===== config.mk =====
export PLATFORM = sky130hd
export DESIGN_NAME = mskkey_ctrl
export DESIGN_NICKNAME = d
export VERILOG_FILES = /design/src/rtl/mskkey_ctrl.sv
export SDC_FILE = /design/constraint.sdc
export NUM_CORES = 1
export LEC_CHECK = 0
export CAP_MARGIN = 15
export CORE_MARGIN = 2
export CORE_UTILIZATION = 37
export CTS_CLUSTER_SIZE = 24
export DETAILED_ROUTE_END_ITERATION = 16
export GPL_TIMING_DRIVEN = 0
export PLACE_DENSITY = 0.75
export SYNTH_ARGS = -nofsm -noshare
export SYNTH_HDL_FRONTEND = slang
export SYNTH_SLANG_ARGS = --single-unit

===== constraint.sdc =====
create_clock -name clk -period 1.8 [get_ports clk]
set_clock_uncertainty 0.2 [all_clocks]
set_input_delay 0.36 -clock clk [delete_from_list [all_inputs] [get_ports clk]]
set_output_delay 0.36 -clock clk [all_outputs]
set_load 0.05 [all_outputs]

===== src/rtl/mskkey_ctrl.sv =====
// mskkey_ctrl: sequencer for the masked key holder (load, settle, refresh).
// Ports: clk, rst (async active-low); host key_in/key_in_valid/key_in_ready;
//   refresh_req, key_lock from core; rnd_req/rnd_valid/rnd_used PRNG handshake;
//   data_in/data_in_valid/pre_pre_refresh to holder; key_valid, busy status.
// Build option: define MSK_KEY_PERIODIC_RFRSH_EN for the periodic refresh timer.
module mskkey_ctrl #(
    parameter int d            = 2,
    parameter int Nbits        = 128,
    parameter int FEED_SIZE    = 32,
    parameter int RFRSH_PERIOD = 1024
) (
    input  logic                 clk,
    input  logic                 rst,
    input  logic [FEED_SIZE-1:0] key_in,
    input  logic                 key_in_valid,
    output logic                 key_in_ready,
    input  logic                 refresh_req,
    input  logic                 key_lock,
    output logic                 rnd_req,
    input  logic                 rnd_valid,
    output logic                 rnd_used,
    output logic [FEED_SIZE-1:0] data_in,
    output logic                 data_in_valid,
    output logic                 pre_pre_refresh,
    output logic                 key_valid,
    output logic                 busy
);

    localparam int NCHUNK = d * Nbits / FEED_SIZE;
    // RFR phase counting needs values up to 2 even for tiny NCHUNK.
    localparam int CNT_W  = ($clog2(NCHUNK) < 2) ? 2 : $clog2(NCHUNK);

    if (((d * Nbits) % FEED_SIZE) != 0 || RFRSH_PERIOD < 1) begin : g_bad_cfg
        $error("mskkey_ctrl: invalid parameter set");
    end

    localparam logic [2:0] EMPTY  = 3'd0;
    localparam logic [2:0] LOAD   = 3'd1;
    localparam logic [2:0] SETTLE = 3'd2;
    localparam logic [2:0] READY  = 3'd3;
    localparam logic [2:0] RNDW   = 3'd4;
    localparam logic [2:0] RFR    = 3'd5;

    localparam logic [CNT_W-1:0] LAST = CNT_W'(NCHUNK - 1);
    localparam logic [CNT_W-1:0] ONE  = CNT_W'(1);
    localparam logic [CNT_W-1:0] TWO  = CNT_W'(2);

    logic [2:0]       state, state_d;
    logic [CNT_W-1:0] cnt, cnt_d;
    logic             pending, pending_d;
    logic             key_valid_d;
    logic             rnd_req_d;
    logic             rnd_used_d;
    logic             ppr_d;
    logic             busy_d;
    logic             hs;
    logic             lock_guard;
    logic             tmr_hit;

    assign lock_guard   = key_lock & (state == READY);
    // Held low during reset so every output reads 0 while rst is asserted.
    assign key_in_ready = rst
                        & ((state == EMPTY) | (state == READY) | (state == LOAD))
                        & ~lock_guard;
    assign hs           = key_in_valid & key_in_ready;

`ifdef MSK_KEY_PERIODIC_RFRSH_EN
    localparam logic [31:0] TMR_LAST = 32'(RFRSH_PERIOD - 1);

    logic [31:0] tmr;

    // Hit on the last READY cycle of the period so rnd_req rises exactly
    // RFRSH_PERIOD cycles after READY entry.
    assign tmr_hit = (state == READY) && (tmr == TMR_LAST);

    always_ff @(posedge clk or negedge rst) begin
        if (!rst) begin
            tmr <= '0;
        end else if (state != READY || tmr_hit) begin
            tmr <= '0;
        end else begin
            tmr <= tmr + 32'd1;
        end
    end
`else
    assign tmr_hit = 1'b0;
`endif

    always_comb begin
        state_d     = state;
        cnt_d       = cnt;
        pending_d   = pending | refresh_req | tmr_hit;
        key_valid_d = key_valid;
        rnd_req_d   = rnd_req;
        rnd_used_d  = 1'b0;
        ppr_d       = 1'b0;
        unique case (state)
            EMPTY: begin
                if (hs) begin
                    state_d = LOAD;
                    cnt_d   = ONE;
                end
            end
            LOAD: begin
                if (hs) begin
                    if (cnt == LAST) begin
                        state_d = SETTLE;
                        cnt_d   = '0;
                    end else begin
                        cnt_d = cnt + ONE;
                    end
                end
            end
            SETTLE: begin
                if (cnt == ONE) begin
                    cnt_d = '0;
                    if (pending_d && !key_lock) begin
                        state_d   = RNDW;
                        rnd_req_d = 1'b1;
                        pending_d = 1'b0;
                    end else begin
                        state_d     = READY;
                        key_valid_d = 1'b1;
                    end
                end else begin
                    cnt_d = cnt + ONE;
                end
            end
            READY: begin
                // A load beats a refresh; the refresh stays pending.
                if (hs) begin
                    state_d     = LOAD;
                    cnt_d       = ONE;
                    key_valid_d = 1'b0;
                end else if (pending_d && !key_lock) begin
                    state_d     = RNDW;
                    key_valid_d = 1'b0;
                    rnd_req_d   = 1'b1;
                    pending_d   = 1'b0;
                end
            end
            RNDW: begin
                if (rnd_valid) begin
                    state_d = RFR;
                    cnt_d   = '0;
                    ppr_d   = 1'b1;
                end
            end
            RFR: begin
                // cnt 0: ppr cycle, 1: holder samples rnd, 2: holder updates.
                if (cnt == '0) begin
                    rnd_used_d = 1'b1;
                    cnt_d      = ONE;
                end else if (cnt == ONE) begin
                    rnd_req_d = 1'b0;
                    cnt_d     = TWO;
                end else begin
                    state_d     = READY;
                    key_valid_d = 1'b1;
                    cnt_d       = '0;
                end
            end
            default: begin
                state_d     = EMPTY;
                cnt_d       = '0;
                key_valid_d = 1'b0;
                rnd_req_d   = 1'b0;
            end
        endcase
        busy_d = (state_d != READY) && (state_d != EMPTY);
    end

    always_ff @(posedge clk or negedge rst) begin
        if (!rst) begin
            state           <= EMPTY;
            cnt             <= '0;
            pending         <= 1'b0;
            key_valid       <= 1'b0;
            rnd_req         <= 1'b0;
            rnd_used        <= 1'b0;
            pre_pre_refresh <= 1'b0;
            busy            <= 1'b0;
            data_in         <= '0;
            data_in_valid   <= 1'b0;
        end else begin
            state           <= state_d;
            cnt             <= cnt_d;
            pending         <= pending_d;
            key_valid       <= key_valid_d;
            rnd_req         <= rnd_req_d;
            rnd_used        <= rnd_used_d;
            pre_pre_refresh <= ppr_d;
            busy            <= busy_d;
            data_in         <= key_in;
            data_in_valid   <= hs;
        end
    end

endmodule


# Yosys cells after proc, flatten, opt, wreduce, memory -nomap -nowiden
# Index checks and enable logic that the tools add are counted.
# word_totals
latch_bits,0
mem_count,0
word_cells,89
ram_bits,0
output_inout_bits,39
reg_bits,45
romBits,0
input_bits,38
# op_classes
n_div,0
multipliers,0
mux,40
add_sub_neg,1
shifts,0
eq_ne,18
reduce_logical,11
bitwise_logic,9
order_cmp,0
# ops
operator,count
two-way mux 3 bit,15
two-way mux 1 bit,18
one-hot mux 3 bit (6 select lines),1
inequality test 2 bit (second input constant),8
one-hot mux 3 bit (5 select lines),1
== test 3 bit (second input constant),3
one-hot mux 1 bit (4 select lines),2
== test 3 x 1 -> 1 bit (second input constant),2
== test 3 x 2 -> 1 bit (second input constant),2
logical NOT 3 bit,2
inequality test 3 x 2 -> 1 bit (second input constant),2
AND reduction 6 bit,1
AND reduction 5 bit,1
AND 1 bit,4
two-way mux 2 bit,2
adder 3 x 1 -> 3 bit (second input constant),1
bitwise OR 1 bit,3
AND reduction 3 bit,1
nonzero test 3 bit,1
OR reduction 3 bit,1
logical AND 1 bit,2
inequality test 2 x 1 -> 1 bit (second input constant),1
NOT 1 bit,2
one-hot mux 1 bit (2 select lines),1
other kinds (2),2

# Depth between registers and ports, before layout
# Gate-level depths: netlist of run 1.
# logic_depth
ltp_word,10
depth_mapped,7

# Worst setup path before layout of run 1
# No wires, ideal clock.
# synth_timing
kind,reg-to-reg
from,register cnt[0]
to,register busy
setup_ps,142
arrival_time_ps,1559
stages_incl_launch_ff,7
path_slack_ps,-101
synth_period_minus_slack_ps,1901
path_cell_list,dfrtp_1 ha_1 ha_1 nor3b_1 a2111o_1 xnor2_1 o221ai_1
# synth_via
elab_chain_cells,6
# synth_lines
item,line_no,rtl
"start, declared",49,"logic [CNT_W-1:0] cnt, cnt_d;"
"start signal, assigned",187,cnt <= cnt_d;
== test 3 x 1 -> 1 bit / == test 3 bit (equally long branches),"115, 154, 106",
"two-way mux 3 bit, on equally long branches","154, 106",
"two-way mux 3 bit, on equally long branches","151, 105",
one-hot mux 3 bit (6 select lines) (*),97,unique case (state)
via state_d[1],48,"logic [2:0] state, state_d;"
inequality test 3 x 2 -> 1 bit / nonzero test 3 bit (equally long branches),170,busy_d = (state_d != READY) && (state_d != EMPTY);
logical AND 1 bit (*),170,
via busy_d,55,logic busy_d;
"end signal, assigned",193,busy <= busy_d;
"end, declared",26,output logic busy
# The timed path passes the listed nets; every way through them passes the cells marked *.
# A chain may end at the register's enable or synchronous reset.

# Final worst setup path of run 1
# Ends and elaborated chain as after synthesis.

==> results of run 1 <==
[cell usage in the layout (no fill, tap or decap), drive strengths merged, types with 2 or more instances in the layout]
cell,instances
and3,2
a21oi,7
clkdlybuf4s50,34
nand2,12
inv,5
ha,4
a21boi,2
clkdlybuf4s15,2
o21ai,8
dlygate4sd2,38
dlygate4sd3,2
a22o,2
buf,15
nor2b,2
clkbuf,5
and3b,2
nand2b,4
nor2,6
o21bai,2
dfrtp,45
[final timing paths]
kind / startpoint / endpoint / slack (ns) / depth (start not counted)
min in group asynchronous: rst / pre_pre_refresh / 0.45 / 3
hold / removal: key_in[3] / data_in[3] / 0.29 / 1
setup / recovery: cnt[0] / busy / -0.17 / 7
max in group asynchronous: rst / data_in[5] / 0.57 / 2
setup reg to reg: cnt[0] / busy / -0.17 / 7
hold reg to reg: pending / pending / 0.34 / 2
[cells by family (layout without fill, tap and decap cells)]
logic type	Yosys count	in the layout
adders and majority gates	4	4
AOI/OAI and AO/OA	34	34
DFF	45	45
muxes	1	1
and+or+nand+nor	38	38
xor gates and xnor gates	1	1
buffers and inverters	10	103
[report_power, final]
part | internal, W | leakage [nW] | switching (W) | total, W
clock network | 0.000275 | 0.0445 | 0.000344 | 0.000619
registers | 0.00115 | 0.538 | 0.0000800 | 0.00123
logic | 0.000772 | 0.677 | 0.000981 | 0.00175
total | 0.00219 | 1.26 | 0.00141 | 0.00360
[final cells by class]
type	instances	area share
sequential	45	0.409
timing repair buffer	85	0.290
multi-input combinational	78	0.222
clock buffer	5	0.0250
tap	52	0.0236
buffer	6	0.0186
clock inverter	3	0.00772
inverter	4	0.00545
[metrics by stage]
step / setup slack, ns / power (W) / setup TNS, ns / hold slack (ns)
final: -0.170 / 0.00360 / -0.319 / 0.291
after global routing: -0.263 / 0.00381 / -0.689 / 0.275
after global placement: -2.29 / 0.00275 / -72.50 / 0.318
after floorplan: -0.0286 / 0.00230 / -0.0286 / -0.136
after detailed placement: -0.895 / 0.00276 / -2.65 / 0.106
after CTS: -0.140 / 0.00348 / -0.355 / 0.283
[what timing repair did]
item | CTS | global route
hold endpoints to repair | 12 | 0
setup buffers | 3 | 3
gates resized for setup | 58 | 12
setup endpoints to repair | 43 | 8
pin swaps | 5 | 5
hold buffers | 2 | 0
[worst max-delay path, cell delays in order (launching register included)]
cell	delay, ns
sky130_fd_sc_hd__dfrtp_1	0.42
sky130_fd_sc_hd__buf_4	0.16
sky130_fd_sc_hd__ha_4	0.17
sky130_fd_sc_hd__nor2b_2	0.16
sky130_fd_sc_hd__o211ai_1	0.24
sky130_fd_sc_hd__o2111ai_2	0.17
sky130_fd_sc_hd__xnor2_1	0.19
sky130_fd_sc_hd__o221ai_1	0.13
[state kept, by name, summed over array words and instances (netlist names)]
register	cells
data_in	32
key_valid	1
rnd_used	1
pre_pre_refresh	1
pending	1
rnd_req	1
state	3
busy	1
cnt	3
data_in_valid	1
[routing by layer]
layer / wire, um / track usage / vias up
li1: - / - / 651
met1: 1920 / 0.237 / 643
met2: 1970 / 0.239 / 70
met3: 337 / 0.0472 / 2
met4: 18 / 0.0440 / 0
met5: 0 / 0 / -
==> out/summary.log, run 1 <==
[detailed_routing] via count normalized by instance count 4.91
[logic_synthesis] simple-gate area share of the yosys netlist 0.125
[logic_synthesis] adder and majority cell fraction of the synthesized area 0.0292
[run] Max-Cap Viols 0
[logic_synthesis] post-synthesis compound-gate area fraction 0.146
[detailed_routing] final antenna-violating net count 0
[global_route] Overflow after GRT 0
[detailed_routing] DR vias 1366
[final_layout] non-filler instance count after layout 278
[global_route] global-route wire length before repair 6400 um
[clock_tree] count of H-tree levels built during CTS 2
[logic_synthesis] cell with the most instances after synthesis sky130_fd_sc_hd__dfrtp_1
[final_layout] Multi-input gate area 611 um2
[pwr] worst vdd rail ir drop 0.998 mV
[global_route] GR Util All Layers 0.163
[placed_design] gpl congestion 0.919
[logic_synthesis] #FFs+latches synth 45
[logic_synthesis] main area contributors after synthesis sky130_fd_sc_hd__dfrtp_1 (66%), sky130_fd_sc_hd__ha_1 (2.9%), sky130_fd_sc_hd__nand2_1 (2.6%)
[logic_synthesis] number of synthesized flops with an enable pin 0
[logic_synthesis] xor/xnor cell area share of the yosys netlist 0.00512
[logic_synthesis] fraction of the yosys area taken by sequential cells 0.658
[timing] Least-Margin Pin Slew 0.577 ns
[logic_synthesis] dominant combinational cell family by area after synthesis compound AO/OA/AOI/OAI gates
[final_layout] share of final-layout standard cells stronger than drive strength 1 0.181
[timing] setup repair after global routing missed its margin true
[timing] shortest period the worst path allows 1.97 ns
[floorplan] Placement Rows 24
[pwr] Static Leakage 1.26 nW
[final_layout] layout overhead on the synthesized area 61.0%
[clock_tree] total CTS buffers 5
[placed_design] post-placement cell area 0.00256 mm2
[final_layout] Ant. Diodes 0
[final_layout] Layout fillers 353
[clock_tree] Root Driver sky130_fd_sc_hd__clkbuf_8
[detailed_routing] Remaining DRCs 0
[clock_tree] source-to-sink clock delay at the later pin of the worst-skew pair 0.29 ns
[logic_synthesis] Async SR Flop Fraction 1.00
[timing] fmax 508 MHz
[detailed_routing] violation count after the first detailed-routing iteration 74
[final_layout] register cell area after layout 0.00113 mm2
[logic_synthesis] number of different library cells in the post-synthesis netlist 43
[final_layout] Post-layout nets 267
[floorplan] die area 0.00519 mm2
[global_route] number of antenna violations at the first check in global routing 0
[setup_path] crit path capture type flop
[floorplan] x dimension of the die 72.0 um
[clock_tree] TritonCTS clock tree yes
[logic_synthesis] share of synthesized area spent on multiplexers 0.00585
[clock_tree] clock sink total 45
[final_layout] Layout Utilization 0.624
[timing] final worst setup slack -0.170 ns
[pwr] areal power density over the cells 1310 mW/mm2
[floorplan] number of placed I/O pins 77
[logic_synthesis] number of standard cells after synthesis 133
[logic_synthesis] most common flop cell mapped by yosys sky130_fd_sc_hd__dfrtp_1
[setup_path] Data arrival, critical path 1.93 ns
[detailed_routing] WL per Instance 15.2 um
[global_route] vias in the first global route 1251
[floorplan] initial core utilization 0.388
[clock_tree] Max clock buf depth 2
[outcome] failing checks setup timing
[timing] Final setup violation count 3
[detailed_routing] 1st-pass router iterations 4
[logic_synthesis] synth cell count leaders sky130_fd_sc_hd__dfrtp_1 (45), sky130_fd_sc_hd__nand2_1 (12), sky130_fd_sc_hd__o21ai_0 (8), sky130_fd_sc_hd__a21oi_1 (7), sky130_fd_sc_hd__nor2_1 (6)
[placed_design] detailed placement HPWL 3080 um
[logic_synthesis] post-synthesis average cell area 12.9 um2
[floorplan] core footprint 0.00441 mm2
[logic_synthesis] Synth Net Count 175
[timing] part of the cycle the worst path needs 1.09
[floorplan] die span in y 72.0 um
[hold_path] min-delay worst type in2reg
[setup_path] data required time at the worst endpoint 1.76 ns
[setup_path] classification of the worst setup path reg2reg
[final_layout] post-route standard cell area excluding fillers 0.00276 mm2
[setup_path] type of origin of the critical path flop
[logic_synthesis] largest area contributor in the synthesized netlist sky130_fd_sc_hd__dfrtp_1
[detailed_routing] total wirelength of the detailed-routed design 4240 um
[placed_design] cell count after placement 262
[timing] number of hold violations in the final report 0
[outcome] result of the run finished with violations
[clock_tree] CTS clk-pin slew, worst paths 0.09 ns
[timing] max-slew violation total from the final report 0
[timing] Max transition margin 0.614
[logic_synthesis] Syn. warnings 0
[logic_synthesis] Post-Syn Area 0.00171 mm2
[logic_synthesis] Yosys top cell area share 0.658
[setup_path] biggest fanout along the worst timing path 5
[global_route] largest net degree at the start of global routing 34
[placed_design] Port Buf Inserts 76
No activity file was read; power rests on OpenSTA's default activity.
==> run 2, diff against run 1 <==
CORE_ASPECT_RATIO = 1.5   (was not set)
==> out/summary.log, run 2 (synthesized netlist as in run 1, its figures left out) <==
[outcome] result of the run finished with violations
[outcome] failing checks setup timing
[timing] Final setup violation count 3 [unchanged]
[final_layout] non-filler instance count after layout 280 [+0.72%]
[detailed_routing] violation count after the first detailed-routing iteration 53 [-28%]
[placed_design] post-placement cell area 0.00255 mm2 [-0.20%]
[timing] number of hold violations in the final report 0 [unchanged]
[timing] fmax 516 MHz [+1.6%]
[pwr] part of the total power dissipated in combinational logic 0.516 [+0.029]
[floorplan] core footprint 0.00450 mm2 [+2.0%]
[global_route] largest net degree at the start of global routing 29 [-15%]
[final_layout] registers with the most flip-flops data_in x32, cnt x3, state x3
[global_route] number of antenna violations at the first check in global routing 0 [unchanged]
[final_layout] share of final-layout standard cells stronger than drive strength 1 0.224 [+0.0427]
[hold_path] Worst Hold Launch key_in[1]
[setup_path] type of origin of the critical path flop
[pwr] sw power 0.00153 W [+8.6%]
[floorplan] initial core utilization 0.380 [-0.00776]
[clock_tree] count of H-tree levels built during CTS 2 [unchanged]
[setup_path] CP startpoint cnt[0]
[timing] final worst setup slack -0.139 ns [+0.0307 ns]
[final_layout] Layout fillers 351 [-0.57%]
[placed_design] cell count after placement 258 [-1.5%]
[floorplan] Placement Rows 30 [+25%]
[pwr] areal power density over the cells 1360 mW/mm2 [+4.4%]
[setup_path] crit path capture type flop
[clock_tree] Max clock buf depth 2 [unchanged]
[setup_path] biggest fanout along the worst timing path 3 [-2]
[run] Max-Cap Viols 0 [unchanged]
[clock_tree] TritonCTS clock tree yes
[timing] shortest period the worst path allows 1.94 ns [-0.0307 ns]
[pwr] Static Leakage 1.31 nW [+3.8%]
[timing] Max transition margin 0.479 [-0.135]
[clock_tree] clock sink total 45 [unchanged]
[timing] max-slew violation total from the final report 0 [unchanged]
[detailed_routing] Remaining DRCs 0 [unchanged]
[setup_path] classification of the worst setup path reg2reg
[detailed_routing] DR vias 1434 [+5.0%]
[final_layout] Post-layout nets 273 [+2.2%]
[pwr] worst vdd rail ir drop 0.673 mV [-33%]
[timing] setup repair after global routing missed its margin true
[global_route] global-route wire length before repair 6850 um [+7.1%]
[setup_path] Data arrival, critical path 1.92 ns [about the same]
[detailed_routing] final antenna-violating net count 0 [unchanged]
[timing] Least-Margin Pin Slew 0.778 ns [+0.202 ns]
[final_layout] most common library cell in the layout ignoring fill and taps sky130_fd_sc_hd__dfrtp_1
[detailed_routing] via count normalized by instance count 5.12 [+4.2%]
[setup_path] Crit Reg-Reg Startpoint cnt[0]
[final_layout] Ant. Diodes 0 [unchanged]
[pwr] switching portion of total power 0.394 [+0.00373]
[floorplan] die span in y 87.3 um [+21%]
[floorplan] x dimension of the die 59.5 um [-17%]
[clock_tree] CTS clk-pin slew, worst paths 0.09 ns [about the same]
[final_layout] post-route standard cell area excluding fillers 0.00284 mm2 [+3.0%]
[clock_tree] source-to-sink clock delay at the later pin of the worst-skew pair 0.30 ns [about the same]
[setup_path] data required time at the worst endpoint 1.78 ns [+0.02 ns]
[pwr] Seq pwr share 0.317 [-0.024]
[timing] part of the cycle the worst path needs 1.08 [-0.0171]
[final_layout] commonest cells after routing, fill and taps aside sky130_fd_sc_hd__dfrtp_1 (45), sky130_fd_sc_hd__dlygate4sd2_1 (39), sky130_fd_sc_hd__clkdlybuf4s50_1 (34)
[clock_tree] total CTS buffers 5 [unchanged]
[global_route] GR Util All Layers 0.177 [+0.0138]
[pwr] cell internal pwr 0.00234 W [+6.9%]
[floorplan] die area 0.00520 mm2 [+0.22%]
[final_layout] flip-flop count of the largest register, all copies and words added 32 [unchanged]
[detailed_routing] total wirelength of the detailed-routed design 4660 um [+9.8%]
[floorplan] number of placed I/O pins 77 [unchanged]
[global_route] Overflow after GRT 0 [unchanged]
[pwr] clock power share 0.167 [-0.005]
[global_route] vias in the first global route 1433 [+15%]
[detailed_routing] 1st-pass router iterations 4 [unchanged]
[hold_path] min-delay worst type in2reg
[clock_tree] Root Driver sky130_fd_sc_hd__clkbuf_8
[placed_design] Port Buf Inserts 76 [unchanged]
[final_layout] Top reg by flops data_in
[placed_design] worst setup slack after placement -0.918 ns [-0.0222 ns]
[detailed_routing] WL per Instance 16.6 um [+9.1%]
[placed_design] gpl congestion 0.868 [-5.6%]
[placed_design] detailed placement HPWL 3230 um [+4.9%]
[pwr] Final Total Pwr 0.00387 W [+7.6%]
[final_layout] layout overhead on the synthesized area 65.9%
[run 2: changes by cell type in the layout (fill, tap and decap cells not counted), sizes merged]
cell	delta
clkbuf	+1
clkdlybuf4s15	-2
dlygate4sd2	+1
buf	+6
[run 2: metrics by stage]
step	TNS (ns)	hold WS, ns	utilization
global route	-0.526	0.272	0.630
CTS	-0.344	0.277	0.604
finish	-0.279	0.281	0.630
floorplan	-0.0286	-0.136	-
detailed placement	-2.83	0.148	0.567
global placement	-69.79	0.316	0.564
[run 2: repair_timing]
item / in CTS / in global routing
buffers inserted: 4 / 8
hold buffers: 2 / 0
endpoints found under the hold margin: 17 / 0
pin swaps: 5 / 6
gates resized for setup: 63 / 19
endpoints found under the setup margin: 43 / 7
cloned: 0 / 1
[run 2: worst max-delay path, cell delays in order, from the launching register on]
cell                       delay [ns]
sky130_fd_sc_hd__dfrtp_1         0.42
sky130_fd_sc_hd__ha_2            0.21
sky130_fd_sc_hd__ha_4            0.16
sky130_fd_sc_hd__nor3b_1         0.14
sky130_fd_sc_hd__a2111o_1        0.42
sky130_fd_sc_hd__xnor2_1         0.15
sky130_fd_sc_hd__o221ai_1        0.12
[run 2: power groups by stage]
stage / clock, W / sequential, W / combinational (W)
detailed placement: 0 / 0.00124 / 0.00156
global placement: 0 / 0.00123 / 0.00154
global route: 0.000699 / 0.00124 / 0.00213
finish: 0.000645 / 0.00123 / 0.00200
CTS: 0.000662 / 0.00122 / 0.00171
floorplan: 0 / 0.00147 / 0.000830
[run 2: worst paths after layout]
path / endpoint / slack (ns) / cells past startpoint
max reg2reg: busy / -0.14 / 6
max in group asynchronous: data_in[28] / 0.40 / 2
max: busy / -0.14 / 6
min in group asynchronous: data_in[11] / 0.43 / 3
min reg2reg: rnd_req / 0.33 / 2
min: data_in[1] / 0.28 / 1
[run 2: routing by layer]
metal  track usage  up-vias  share of wire
met4         0.103        0          0.042
met5             0        -              0
met3        0.0579       16          0.094
met1         0.193      675           0.37
met2         0.292       82           0.49
li1              -      661              -
[run 2: area by class of cell]
cell class              count  area [um2]  share of cell area
flip-flops and latches     45        1130               0.397
repair buffers             91         841               0.296
multi-input cells          78         648               0.228
clock buffers               5        68.8              0.0242
well taps                  48        60.1              0.0212
plain buffers               6        55.1              0.0194
clock inverters             3        25.0             0.00881
inverters                   4        15.0             0.00529
==> run 3, diff against run 2 <==
CORE_MARGIN = 10   (was 2)
==> out/summary.log, run 3 (synthesized netlist as in run 1, its figures left out) <==
[final_layout] most common library cell in the layout ignoring fill and taps sky130_fd_sc_hd__dfrtp_1
[floorplan] die span in y 103 um [+18%]
[final_layout] Layout Utilization 0.631 [about the same]
[pwr] areal power density over the cells 1390 mW/mm2 [+2.0%]
[clock_tree] clock sink total 45 [unchanged]
[placed_design] detailed placement HPWL 3540 um [+9.5%]
[final_layout] Ant. Diodes 0 [unchanged]
[clock_tree] Max clock buf depth 2 [unchanged]
[setup_path] biggest fanout along the worst timing path 6 [+3]
[pwr] clock power share 0.230 [+0.063]
[final_layout] layout overhead on the synthesized area 65.9% [about the same]
[timing] number of hold violations in the final report 0 [unchanged]
[global_route] largest net degree at the start of global routing 20 [-31%]
[floorplan] number of placed I/O pins 77 [unchanged]
[hold_path] end of the worst hold path data_in[18]
[floorplan] Placement Rows 30 [unchanged]
[final_layout] flip-flop count of the largest register, all copies and words added 32 [unchanged]
[floorplan] initial core utilization 0.380 [unchanged]
[hold_path] Min-Delay Path Depth 1 [unchanged]
[detailed_routing] Remaining DRCs 0 [unchanged]
[timing] setup repair after global routing missed its margin true
[final_layout] Top reg by flops data_in
[setup_path] register-to-register setup slack -0.16 ns [-0.02 ns]
[detailed_routing] violation count after the first detailed-routing iteration 78 [+47%]
[setup_path] type of origin of the critical path input pin
[detailed_routing] total wirelength of the detailed-routed design 5090 um [+9.4%]
[global_route] number of antenna violations at the first check in global routing 0 [unchanged]
[detailed_routing] via count normalized by instance count 5.19 [+1.4%]
[timing] part of the cycle the worst path needs 1.09 [+0.0148]
[hold_path] min-delay worst type in2reg
[timing] final worst setup slack -0.166 ns [-0.0267 ns]
[placed_design] Port Buf Inserts 76 [unchanged]
[setup_path] cell count of the worst reg-to-reg path 6 [unchanged]
[detailed_routing] 1st-pass router iterations 4 [unchanged]
[setup_path] data required time at the worst endpoint 1.76 ns [-0.02 ns]
[setup_path] worst reg2reg path endpoint busy
[global_route] GR Util All Layers 0.130 [-0.0468]
[clock_tree] TritonCTS clock tree yes
[final_layout] share of final-layout standard cells stronger than drive strength 1 0.197 [-0.0268]
[final_layout] commonest cells after routing, fill and taps aside sky130_fd_sc_hd__dfrtp_1 (42), sky130_fd_sc_hd__dlygate4sd2_1 (37), sky130_fd_sc_hd__clkdlybuf4s50_1 (34)
[timing] fmax 509 MHz [-1.4%]
[final_layout] Post-layout nets 269 [-1.5%]
[floorplan] die area 0.00780 mm2 [+50%]
[setup_path] crit path capture type flop
[detailed_routing] final antenna-violating net count 0 [unchanged]
[global_route] global-route wire length before repair 7520 um [+9.8%]
[timing] Max transition margin 0.526 [+0.0463]
[clock_tree] CTS clk-pin slew, worst paths 0.09 ns [about the same]
[final_layout] registers with the most flip-flops data_in x32, cnt x3, state x3
[pwr] sw power 0.00145 W [-5.3%]
[floorplan] core footprint 0.00450 mm2 [unchanged]
[clock_tree] Root Driver sky130_fd_sc_hd__clkbuf_8
[detailed_routing] WL per Instance 18.4 um [+11%]
[global_route] Overflow after GRT 0 [unchanged]
[setup_path] Crit Reg-Reg Startpoint cnt[0]
[outcome] failing checks setup timing
[timing] shortest period the worst path allows 1.97 ns [+0.0267 ns]
[hold_path] Worst Hold Launch key_in[18]
[pwr] Static Leakage 1.30 nW [-0.67%]
[pwr] worst vdd rail ir drop 0.653 mV [-3.0%]
[outcome] result of the run finished with violations
[pwr] part of the total power dissipated in combinational logic 0.452 [-0.064]
[pwr] cell internal pwr 0.00250 W [+6.8%]
[pwr] Final Total Pwr 0.00395 W [+2.0%]
[run] Max-Cap Viols 0 [unchanged]
[clock_tree] source-to-sink clock delay at the later pin of the worst-skew pair 0.30 ns [about the same]
[timing] Least-Margin Pin Slew 0.709 ns [-0.0692 ns]
[global_route] vias in the first global route 1430 [-0.21%]
[placed_design] gpl congestion 0.817 [-5.8%]
[pwr] Seq pwr share 0.319 [+0.002]
[clock_tree] count of H-tree levels built during CTS 2 [unchanged]
[timing] Final setup violation count 2 [-1]
[timing] max-slew violation total from the final report 0 [unchanged]
[setup_path] Data arrival, critical path 1.93 ns [about the same]
[setup_path] classification of the worst setup path in2reg
[detailed_routing] DR vias 1433 [-0.070%]
[clock_tree] total CTS buffers 5 [unchanged]
[floorplan] x dimension of the die 75.5 um [+27%]
[placed_design] worst setup slack after placement -0.970 ns [-0.0519 ns]
[pwr] switching portion of total power 0.366 [-0.0282]
-- run 3: worst max path at each step --
| stage | startpoint | to | slack, ns | depth (start not counted) |
|---|---|---|---|---|
| after global placement | rst | busy | -2.29 | 6 |
| after detailed placement | key_lock | key_in_ready | -0.97 | 5 |
| after floorplan | cnt[0] | busy | -0.03 | 7 |
| final | key_lock | busy | -0.17 | 6 |
| after global routing | cnt[0] | busy | -0.26 | 6 |
| after CTS | cnt[0] | busy | -0.18 | 6 |
-- run 3: final cells by class --
class,count,area [um2]
timing repair buffer,87,833
fill,375,1660
buffer,6,47.5
tap,48,60.1
multi-input combinational,78,614
clock buffer,5,68.8
sequential,45,1130
inverter,4,17.5
clock inverter,3,68.8
-- run 3: metrics by stage --
| step | instances | instance area (um2) | hold WS, ns | TNS [ns] |
|---|---|---|---|---|
| floorplan | 133 | 1720 | -0.136 | -0.0286 |
| global placement | 257 | 2540 | 0.328 | -70.87 |
| detailed placement | 258 | 2550 | 0.0537 | -3.17 |
| CTS | 273 | 2770 | 0.284 | -0.354 |
| global route | 276 | 2840 | 0.274 | -0.522 |
| finish | 276 | 2840 | 0.287 | -0.257 |
-- run 3: timing repair --
item,CTS,global route
gates cloned,1,1
endpoints found under the setup margin,43,10
endpoints found under the hold margin,26,0
hold buffers,3,0
resized for setup,57,18
pin swaps,5,4
buffers inserted,3,2
-- run 3: power groups by stage --
stage / sequential, W / combinational (W) / clock (W)
final: 0.00126 / 0.00178 / 0.000908
after detailed placement: 0.00124 / 0.00153 / 0
after floorplan: 0.00147 / 0.000830 / 0
after CTS: 0.00123 / 0.00161 / 0.000925
after global placement: 0.00124 / 0.00152 / 0
after global routing: 0.00128 / 0.00192 / 0.000974
-- run 3: worst max-delay path, cell delays in order --
cell and delay [ns]:
sky130_fd_sc_hd__dlygate4sd2_1 0.30, sky130_fd_sc_hd__nand2b_2 0.26, sky130_fd_sc_hd__o211a_1 0.28, sky130_fd_sc_hd__a2111o_1 0.45, sky130_fd_sc_hd__xnor2_2 0.15, sky130_fd_sc_hd__o221ai_1 0.12
-- run 3: routing by layer --
layer / global-route usage / vias up / share of wire
li1: - / 654 / -
met1: 0.137 / 690 / 0.37
met2: 0.221 / 79 / 0.51
met3: 0.0372 / 10 / 0.089
met4: 0.0775 / 0 / 0.033
met5: 0 / - / 0
